==> config.mk <==
export PLATFORM = sky130hd
export DESIGN_NAME = inst_fetch_ctrl
export DESIGN_NICKNAME = d
export VERILOG_FILES = /design/src/rtl/inst_fetch_ctrl.sv
export SDC_FILE = /design/constraint.sdc
export NUM_CORES = 1
export LEC_CHECK = 0
export CORE_MARGIN = 5
export CORE_UTILIZATION = 39
export DETAILED_ROUTE_END_ITERATION = 12
export PLACE_DENSITY = 0.67
export SLEW_MARGIN = 20
export SYNTH_ARGS = -nofsm -noshare
export SYNTH_HDL_FRONTEND = slang
export SYNTH_SLANG_ARGS = --single-unit
==> constraint.sdc <==
create_clock -name clk_in -period 7.4 [get_ports clk_in]
set_clock_uncertainty 0.15 [all_clocks]
set_input_delay 0.74 -clock clk_in [delete_from_list [all_inputs] [get_ports clk_in]]
set_output_delay 0.74 -clock clk_in [all_outputs]
set_load 0.01 [all_outputs]
==> src/rtl/inst_fetch_ctrl.sv <==
// rtl/inst_fetch_ctrl.sv - instruction fetch controller with 2-entry prefetch buffer
//
// Purpose:
//   Owns the fetch PC, drives the instruction memory read address
//   combinationally, captures each returned word into a 2-entry prefetch
//   buffer and presents the buffer head to decode over valid/ready.
//   Redirects from branch/jump resolution flush the buffer and reload the PC.
//   A fetch from an out-of-range or misaligned PC produces a single fault
//   entry and parks the controller until the next redirect.
//
// Ports:
//   clk_in             in   clock, rising edge
//   reset_in           in   asynchronous active-high reset
//   mem_address_out    out  instruction memory address (0 when not fetching)
//   mem_data_in        in   instruction memory data, same cycle as address
//   redirect_valid_in  in   load a new fetch PC, flush the buffer
//   redirect_pc_in     in   redirect target
//   inst_valid_out     out  buffer head is valid
//   inst_ready_in      in   decode accepts the head
//   inst_out           out  head instruction (0 when empty)
//   inst_pc_out        out  head PC (0 when empty)
//   inst_fault_out     out  head is a fetch fault (0 when empty)
//   issued_count_out   out  saturating count of accepted heads   (INST_FETCH_PERF_EN only)
//   stall_count_out    out  saturating count of backpressured cycles (INST_FETCH_PERF_EN only)
//
// Configuration macro:
//   INST_FETCH_PERF_EN - adds the two performance counters above.

module inst_fetch_ctrl #(
    parameter int                     ADDR_WIDTH = 64,
    parameter int                     DATA_WIDTH = 32,
    parameter int                     DEPTH_2POW = 10,
    parameter logic [ADDR_WIDTH-1:0]  RESET_PC   = '0
) (
    input  logic                  clk_in,
    input  logic                  reset_in,
    output logic [ADDR_WIDTH-1:0] mem_address_out,
    input  logic [DATA_WIDTH-1:0] mem_data_in,
    input  logic                  redirect_valid_in,
    input  logic [ADDR_WIDTH-1:0] redirect_pc_in,
    output logic                  inst_valid_out,
    input  logic                  inst_ready_in,
    output logic [DATA_WIDTH-1:0] inst_out,
    output logic [ADDR_WIDTH-1:0] inst_pc_out,
    output logic                  inst_fault_out
`ifdef INST_FETCH_PERF_EN
    ,
    output logic [31:0]           issued_count_out,
    output logic [31:0]           stall_count_out
`endif
);

    // First byte address past the end of instruction memory.
    localparam logic [ADDR_WIDTH-1:0] LP_LIMIT = ADDR_WIDTH'(1) << (DEPTH_2POW + 2);

    typedef enum logic {
        ST_RUN   = 1'b0,
        ST_FAULT = 1'b1
    } state_t;

    typedef struct packed {
        logic [DATA_WIDTH-1:0] inst;
        logic [ADDR_WIDTH-1:0] pc;
        logic                  fault;
    } entry_t;

    state_t                r_state;
    logic [ADDR_WIDTH-1:0] r_fetch_pc;
    logic [1:0]            r_count;
    // Slot 0 is always the head; slot 1 shifts down on a pop. Empty slots
    // are held at zero so the head outputs read 0 when the buffer is empty.
    entry_t                r_slot0;
    entry_t                r_slot1;

    logic                  w_redirect;
    logic                  w_valid;
    logic                  w_pop;
    logic                  w_fetch;
    logic                  w_legal;
    entry_t                w_new;

    // ------------------------------------------------------------------
    // Fetch / pop decisions
    // ------------------------------------------------------------------
    assign w_redirect = redirect_valid_in;
    assign w_valid    = (r_count != 2'd0);

    // A redirect cycle discards the presented head, so it never counts as a pop.
    assign w_pop      = w_valid && inst_ready_in && !w_redirect;

    // A full buffer can still accept a new word when the head leaves this cycle.
    assign w_fetch    = (r_state == ST_RUN) && !w_redirect
                        && ((r_count != 2'd2) || w_pop);

    // fetch_pc + 4 may wrap to a small value; the range check below is what
    // guarantees the wrapped PC is never presented to memory, because the
    // PC only advances after a legal fetch of the last word, which lands on
    // LP_LIMIT (illegal) long before any wrap is possible for sane widths.
    assign w_legal    = (r_fetch_pc[1:0] == 2'b00) && (r_fetch_pc < LP_LIMIT);

    assign w_new.inst  = w_legal ? mem_data_in : '0;
    assign w_new.pc    = r_fetch_pc;
    assign w_new.fault = !w_legal;

    assign mem_address_out = (w_fetch && w_legal) ? r_fetch_pc : '0;

    // ------------------------------------------------------------------
    // Head outputs straight from the head slot register
    // ------------------------------------------------------------------
    assign inst_valid_out = w_valid;
    assign inst_out       = r_slot0.inst;
    assign inst_pc_out    = r_slot0.pc;
    assign inst_fault_out = r_slot0.fault;

    // ------------------------------------------------------------------
    // FSM, fetch PC and prefetch buffer
    // ------------------------------------------------------------------
    always_ff @(posedge clk_in or posedge reset_in) begin
        if (reset_in) begin
            r_state    <= ST_RUN;
            r_fetch_pc <= RESET_PC;
            r_count    <= 2'd0;
            r_slot0    <= '0;
            r_slot1    <= '0;
        end else if (w_redirect) begin
            r_state    <= ST_RUN;
            r_fetch_pc <= redirect_pc_in;
            r_count    <= 2'd0;
            r_slot0    <= '0;
            r_slot1    <= '0;
        end else begin
            if (w_fetch) begin
                if (w_legal) begin
                    r_fetch_pc <= r_fetch_pc + ADDR_WIDTH'(4);
                end else begin
                    // Fault entry is pushed once; the PC is held so the
                    // faulting address stays visible until a redirect.
                    r_state <= ST_FAULT;
                end
            end

            case ({w_fetch, w_pop})
                2'b10: begin
                    if (r_count == 2'd0) begin
                        r_slot0 <= w_new;
                    end else begin
                        r_slot1 <= w_new;
                    end
                    r_count <= r_count + 2'd1;
                end
                2'b01: begin
                    // With one entry, slot 1 is already zero, which empties slot 0.
                    r_slot0 <= r_slot1;
                    r_slot1 <= '0;
                    r_count <= r_count - 2'd1;
                end
                2'b11: begin
                    if (r_count == 2'd1) begin
                        r_slot0 <= w_new;
                    end else begin
                        r_slot0 <= r_slot1;
                        r_slot1 <= w_new;
                    end
                end
                default: begin
                end
            endcase
        end
    end

`ifdef INST_FETCH_PERF_EN
    // ------------------------------------------------------------------
    // Performance counters: saturating, cleared only by reset
    // ------------------------------------------------------------------
    logic [31:0] r_issued_count;
    logic [31:0] r_stall_count;
    logic        w_stall;

    assign w_stall = w_valid && !inst_ready_in;

    always_ff @(posedge clk_in or posedge reset_in) begin
        if (reset_in) begin
            r_issued_count <= 32'd0;
            r_stall_count  <= 32'd0;
        end else begin
            if (w_pop && (r_issued_count != 32'hFFFF_FFFF)) begin
                r_issued_count <= r_issued_count + 32'd1;
            end
            if (w_stall && (r_stall_count != 32'hFFFF_FFFF)) begin
                r_stall_count <= r_stall_count + 32'd1;
            end
        end
    end

    assign issued_count_out = r_issued_count;
    assign stall_count_out  = r_stall_count;
`endif

endmodule
Yosys cells after proc, flatten, opt, wreduce, memory -nomap -nowiden
Index checks and enable logic that the tools add are counted.
{"block": "word_totals", "ff_bits": 261, "latch_bits": 0, "ramBits": 0, "rom_bits": 0, "out_inout_bits": 162, "word_cells": 61, "n_memories": 0}
{"block": "classes", "add_sub_neg": 3, "mul": 0, "n_div": 0, "order_cmp": 1, "eq_ne": 9, "n_shift": 0, "n_mux": 18, "n_bitwise": 1, "reduce_logical": 20}
{"operator": "97-bit two-way mux", "count": 6}
{"operator": "97-bit one-hot mux with 3 select lines", "count": 2}
{"operator": "64-bit two-way mux", "count": 4}
{"operator": "64-bit by 3-bit adder with 64-bit output (second input constant)", "count": 1}
{"operator": "64-bit by 13-bit less-than comparator with 1-bit output (second input constant)", "count": 1}
{"operator": "32-bit two-way mux", "count": 1}
{"operator": "3-bit != test (second input constant)", "count": 3}
{"operator": "1-bit logical AND", "count": 6}
{"operator": "2-bit AND reduction", "count": 3}
{"operator": "2-bit nonzero test", "count": 3}
{"operator": "2-bit by 1-bit equality test with 1-bit output (second input constant)", "count": 2}
{"operator": "2-bit equality test (second input constant)", "count": 2}
{"operator": "2-bit zero test", "count": 2}
{"operator": "2-bit != test (second input constant)", "count": 2}
{"operator": "2-bit one-hot mux with 2 select lines", "count": 1}
{"operator": "4-bit nonzero test", "count": 1}
{"operator": "1-bit two-way mux", "count": 3}
{"operator": "3-bit AND reduction", "count": 1}
{"operator": "3-bit nonzero test", "count": 1}
{"operator": "2-bit by 1-bit adder with 2-bit output (second input constant)", "count": 1}
{"operator": "1-bit zero test", "count": 2}
{"operator": "2-bit two-way mux", "count": 1}
{"operator": "2-bit by 1-bit subtractor with 2-bit output (second input constant)", "count": 1}
{"operator": "1-bit logical OR", "count": 1}
{"operator": "1-bit NOT", "count": 1}

Longest topological paths before layout
{"block": "logic_depth", "ltp_word": 8, "depth_mapped": 10, "ltp_nobuf": 7}

Worst setup path after synthesis
OpenSTA, ideal clock, no wires.
{"block": "synth_timing", "path_kind": "input -> output", "from": "input port redirect_valid_in", "to": "output port mem_address_out[10]", "t_arrival_ns": 1.879, "required_time_ns": 6.510, "setup_slack_ns": 4.631, "path_stages": 5, "path_buffers": 2, "cell_sequence": "clkbuf_1 -> nor2_1 -> a21boi_0 -> clkbuf_1 -> and3_1"}
{"block": "synth_between", "elab_chain_cells": 6, "word_cells_on_any_way": 7}
{"item": "start, declared", "line": "39", "text": "input logic redirect_valid_in,"}
{"item": "1-bit zero test (*)", "line": "89, 92"}
{"item": "1-bit logical AND", "line": "89", "text": "assign w_pop = w_valid && inst_ready_in && !w_redirect;"}
{"item": "1-bit logical OR", "line": "93", "text": "&& ((r_count != 2'd2) || w_pop);"}
{"item": "1-bit logical AND (*)", "line": "93"}
{"item": "1-bit logical AND (*)", "line": "105", "text": "assign mem_address_out = (w_fetch && w_legal) ? r_fetch_pc : '0;"}
{"item": "64-bit two-way mux (*)", "line": "105"}
{"item": "end, declared", "line": "37", "text": "output logic [ADDR_WIDTH-1:0] mem_address_out,"}
Mark *: on every way between the ends. The rest lies on a longest branch, timed or not.

Worst setup path in the final report
{"block": "layout_timing", "from": "register r_fetch_pc[38]", "to": "output port mem_address_out[5]"}
{"block": "layout_between", "elab_chain_cells": 4}
{"item": "start, declared", "line": "68", "text": "logic [ADDR_WIDTH-1:0] r_fetch_pc;"}
{"item": "start signal, assigned", "line": "127", "text": "r_fetch_pc <= redirect_pc_in;"}
{"item": "start signal, assigned", "line": "134", "text": "r_fetch_pc <= r_fetch_pc + ADDR_WIDTH'(4);"}
{"item": "64-bit by 13-bit less-than comparator with 1-bit output", "line": "99", "text": "assign w_legal = (r_fetch_pc[1:0] == 2'b00) && (r_fetch_pc < LP_LIMIT);"}
{"item": "1-bit logical AND", "line": "99"}
{"item": "1-bit logical AND", "line": "105"}
{"item": "64-bit two-way mux", "line": "105"}
No other way between the ends.

==> summary.txt <==
Synth
  • Multiplexer share of the synthesized area: 11.2%
  • Post-Syn Area: 11,300 sq um
  • Mapped Cells: 920
  • Largest family of logic cells by synthesized area: compound AO/OA/AOI/OAI gates
  • Unique masters post-synth: 50
  • Post-synthesis async set-or-reset flop share: 100%
  • Simple-Gate Fraction of Synth Area: ~6.2%
  • Post-synth top flop: dfrtp_1
  • EDFF count, synth: 0
  • Sequential area share after synthesis: 58.0%
  • Post-synthesis xor/xnor area fraction: 0.0777%
  • Adder-cell share of the synthesized area: 0.444%
  • Synth Area in Compound Gates: 17.1%
  • Synth Register Bits: 261
  • Syn_area_per_cell: between 10 and 15 sq um
  • Ys Warns: 0

Cells and area
  • Final nets: 1,206
  • Final Cell Area: 14,400 sq um
  • Area grow syn2layout: 27.4%
  • Share of cells above drive strength 1: 11.0%
  • Most frequent cells in the layout: dfrtp_1 (261), clkdlybuf4s50_1 (206), a22o_1 (129), nand2_1 (78), o21ai_0 (71)
  • Most common library cell in the layout ignoring fill and taps: dfrtp_1
  • Finished Layout Cells: 1,507

Power
  • Maximum vdd ir drop: 0.000154 V
  • Internal: just under 3 mW
  • LEAKAGE: between 6 and 7 nW
  • Clock Power Share: between 30% and 40%
  • Power share of the sequential group: 43.1%
  • Switching Power: 1.32 mW
  • Pwr per Cell Area: ~300 nW/um^2
  • Switching share of power: 30.8%
  • Combinational share of power: 24.5%

Worst setup path
  • CP endpoint kind: output pin
  • Slowest stage delay, CP: 0.54 ns
  • CP Max Fanout: 15
  • WP data arrival: 3.03 ns
  • Startpoint Class: register
  • Setup CP Type: register to output pin
  • WP data required: 6.51 ns
  • Crit-path cells: nor4_1, nand4_1, nor4_2, buf_4, and3_1, clkdlybuf4s50_1
  • Slowest CP cell: clkdlybuf4s50_1

Timing
  • RSZ-0062 raised after global routing: false
  • Final setup fails: 0
  • Fin. Hold Viols: 0
  • F_max: 255 MHz
  • Slew @ Worst Pin: 1.04 ns
  • Final Cycle Share: a little over half
  • TNS Setup: 0 ns
  • Fin crit period: about 3.9 ns
  • Slew headroom: 30.8%
  • Slew Viols, Final: 0

Routing
  • DR DRC count: 0
  • WL final: 29,500 um
  • Avg WL per Cell: approximately 20 um
  • Vias per cell: between 5 and 6
  • Detail Route Antenna Nets: 0
  • Iter 0 DRT Violations: about 540
  • Total number of vias: about 7,900
  • Initial DRT Pass Iterations: 5

Placement
  • DP HPWL: 18,600 um
  • RD Place Congestion: 0.794
  • Placed cells: around 1,500
  • Post-DP Area: 13,400 sq um
  • PortBufs: approximately 210

GRT
  • First-pass GRT wire length: 46,600 um
  • Overflow after GRT: 0
  • Antenna violations before repair: 7
  • GRT Util Overall: 17.4%
  • Largest net degree at the start of global routing: ~180
  • Vias in the first global route: just over 8,000

Clock tree
  • CTS tree: yes
  • CTS clk-pin slew, worst paths: 0.06 ns
  • Clk Latency, worst-skew pair: 0.53 ns
  • CTS sink count: 261
  • Resized cells post-CTS: 0
  • Setup bufs post-CTS: 0
  • CTS hold repair buffers: 0
  • CTS buffer count: 28
  • Root Buffer: clkbuf_16
  • CTS max path bufs: 3
  • H-tree levels: 1

Floorplanning
  • IO Pins: 262
  • Initial Util: approximately 39%
  • Die width: roughly 180 um
  • Die area: approximately 32,000 sq um
  • Die Ht: 180 um
  • Core area: 28,600 sq um
  • Row count: 62

Flow run
  • Max-cap viol count: 0

Worst hold path
  • Worst hold-check path type: register to register

Outcome
  • Run status: completed
==> through the flow <==
step | utilization, % | hold slack, ns | power, mW | worst slack, ns
4_1_cts | 50.1 | 0.333 | 4.31 | 3.39
3_3_place_gp | 46.9 | 0.312 | 2.90 | 3.71
6_report | 50.2 | 0.324 | 4.27 | 3.48
3_5_place_dp | 46.9 | 0.321 | 2.91 | 3.68
2_1_floorplan | - | 0.323 | 2.41 | 3.07
5_1_grt | 50.2 | 0.349 | 4.49 | 3.18
==> cells in the mapped netlist (2+ instances only) <==
master / count / area share, %
dfrtp_1: 261 / 58
a22o_1: 129 / 10
nand2_1: 78 / 2.6
o21ai_0: 71 / 3.2
mux2i_1: 67 / 6.0
buf_4: 55 / 3.7
mux2_2: 53 / 5.3
clkbuf_1: 38 / 1.3
a21o_1: 32 / 2.1
buf_2: 16 / 0.71
nor4_1: 16 / 0.89
and3_1: 14 / 0.78
nor2_1: 11 / 0.37
inv_1: 9 / 0.30
buf_1: 6 / 0.20
nand4_1: 5 / 0.28
buf_6: 4 / 0.40
ha_1: 4 / 0.44
nand3_1: 4 / 0.18
a21oi_1: 3 / 0.13
a31oi_1: 3 / 0.17
buf_8: 3 / 0.40
nor2b_1: 3 / 0.17
nor3_1: 3 / 0.13
o311ai_1: 3 / 0.23
or3_1: 3 / 0.17
a221o_1: 2 / 0.18
o211ai_1: 2 / 0.13
==> power groups by stage <==
stage / registers, mW / clock network, mW / logic (mW)
after global routing: 1.87 / 1.48 / 1.14
final: 1.84 / 1.38 / 1.05
after global placement: 1.86 / 0 / 1.05
after detailed placement: 1.86 / 0 / 1.05
after floorplan: 1.86 / 0 / 0.558
after CTS: 1.84 / 1.42 / 1.06
==> cells by family after synthesis <==
family / after synthesis
xor+xnor: 1
flops: 261
mux: 120
buf+inv: 131
other cells: 1
fa+ha+maj: 4
simple gates: 145
compound gates: 257
==> routing by layer <==
metal	track usage (%)	vias up	share of wire (%)
li1	-	3619	-
met1	24.8	3998	46
met2	26.8	265	45
met3	4.55	54	6.4
met4	4.02	12	2.2
met5	0	-	0.23
==> sequential cells by signal (all words and copies together) (netlist names) <==
signal / count
r_slot1: 97
inst_pc_out: 64
r_fetch_pc: 64
inst_out: 32
r_count: 2
inst_fault_out: 1
r_state: 1
==> layout make-up <==
class	count	area, sq um
Antenna cell	1	2.50
Clock buffer	41	841
Clock inverter	9	73.8
Fill cell	2526	14300
Inverter	9	37.5
Multi-Input combinational cell	581	4190
Sequential cell	261	6530
Tap cell	384	480
Timing Repair Buffer	221	2210
==> worst paths after layout <==
check | start | end | slack (ns) | cells past startpoint
min | inst_pc_out[4] | inst_pc_out[4] | 0.32 | 2
max | r_fetch_pc[38] | mem_address_out[5] | 3.48 | 6
max in group asynchronous | reset_in | inst_pc_out[60] | 5.34 | 3
min reg2reg | inst_pc_out[4] | inst_pc_out[4] | 0.32 | 2
min in group asynchronous | reset_in | inst_pc_out[5] | 0.43 | 2
max reg2reg | r_count[0] | r_slot1[70] | 4.05 | 9
==> worst max-delay path: cells and delay by family, from the launching register on <==
family | cells | cell delay [ns]
buffers and inverters | 2 | 0.76
flip-flops | 1 | 0.41
AND/OR/NAND/NOR | 4 | 1.33
Note: power is estimated with default switching activity, not from simulation.
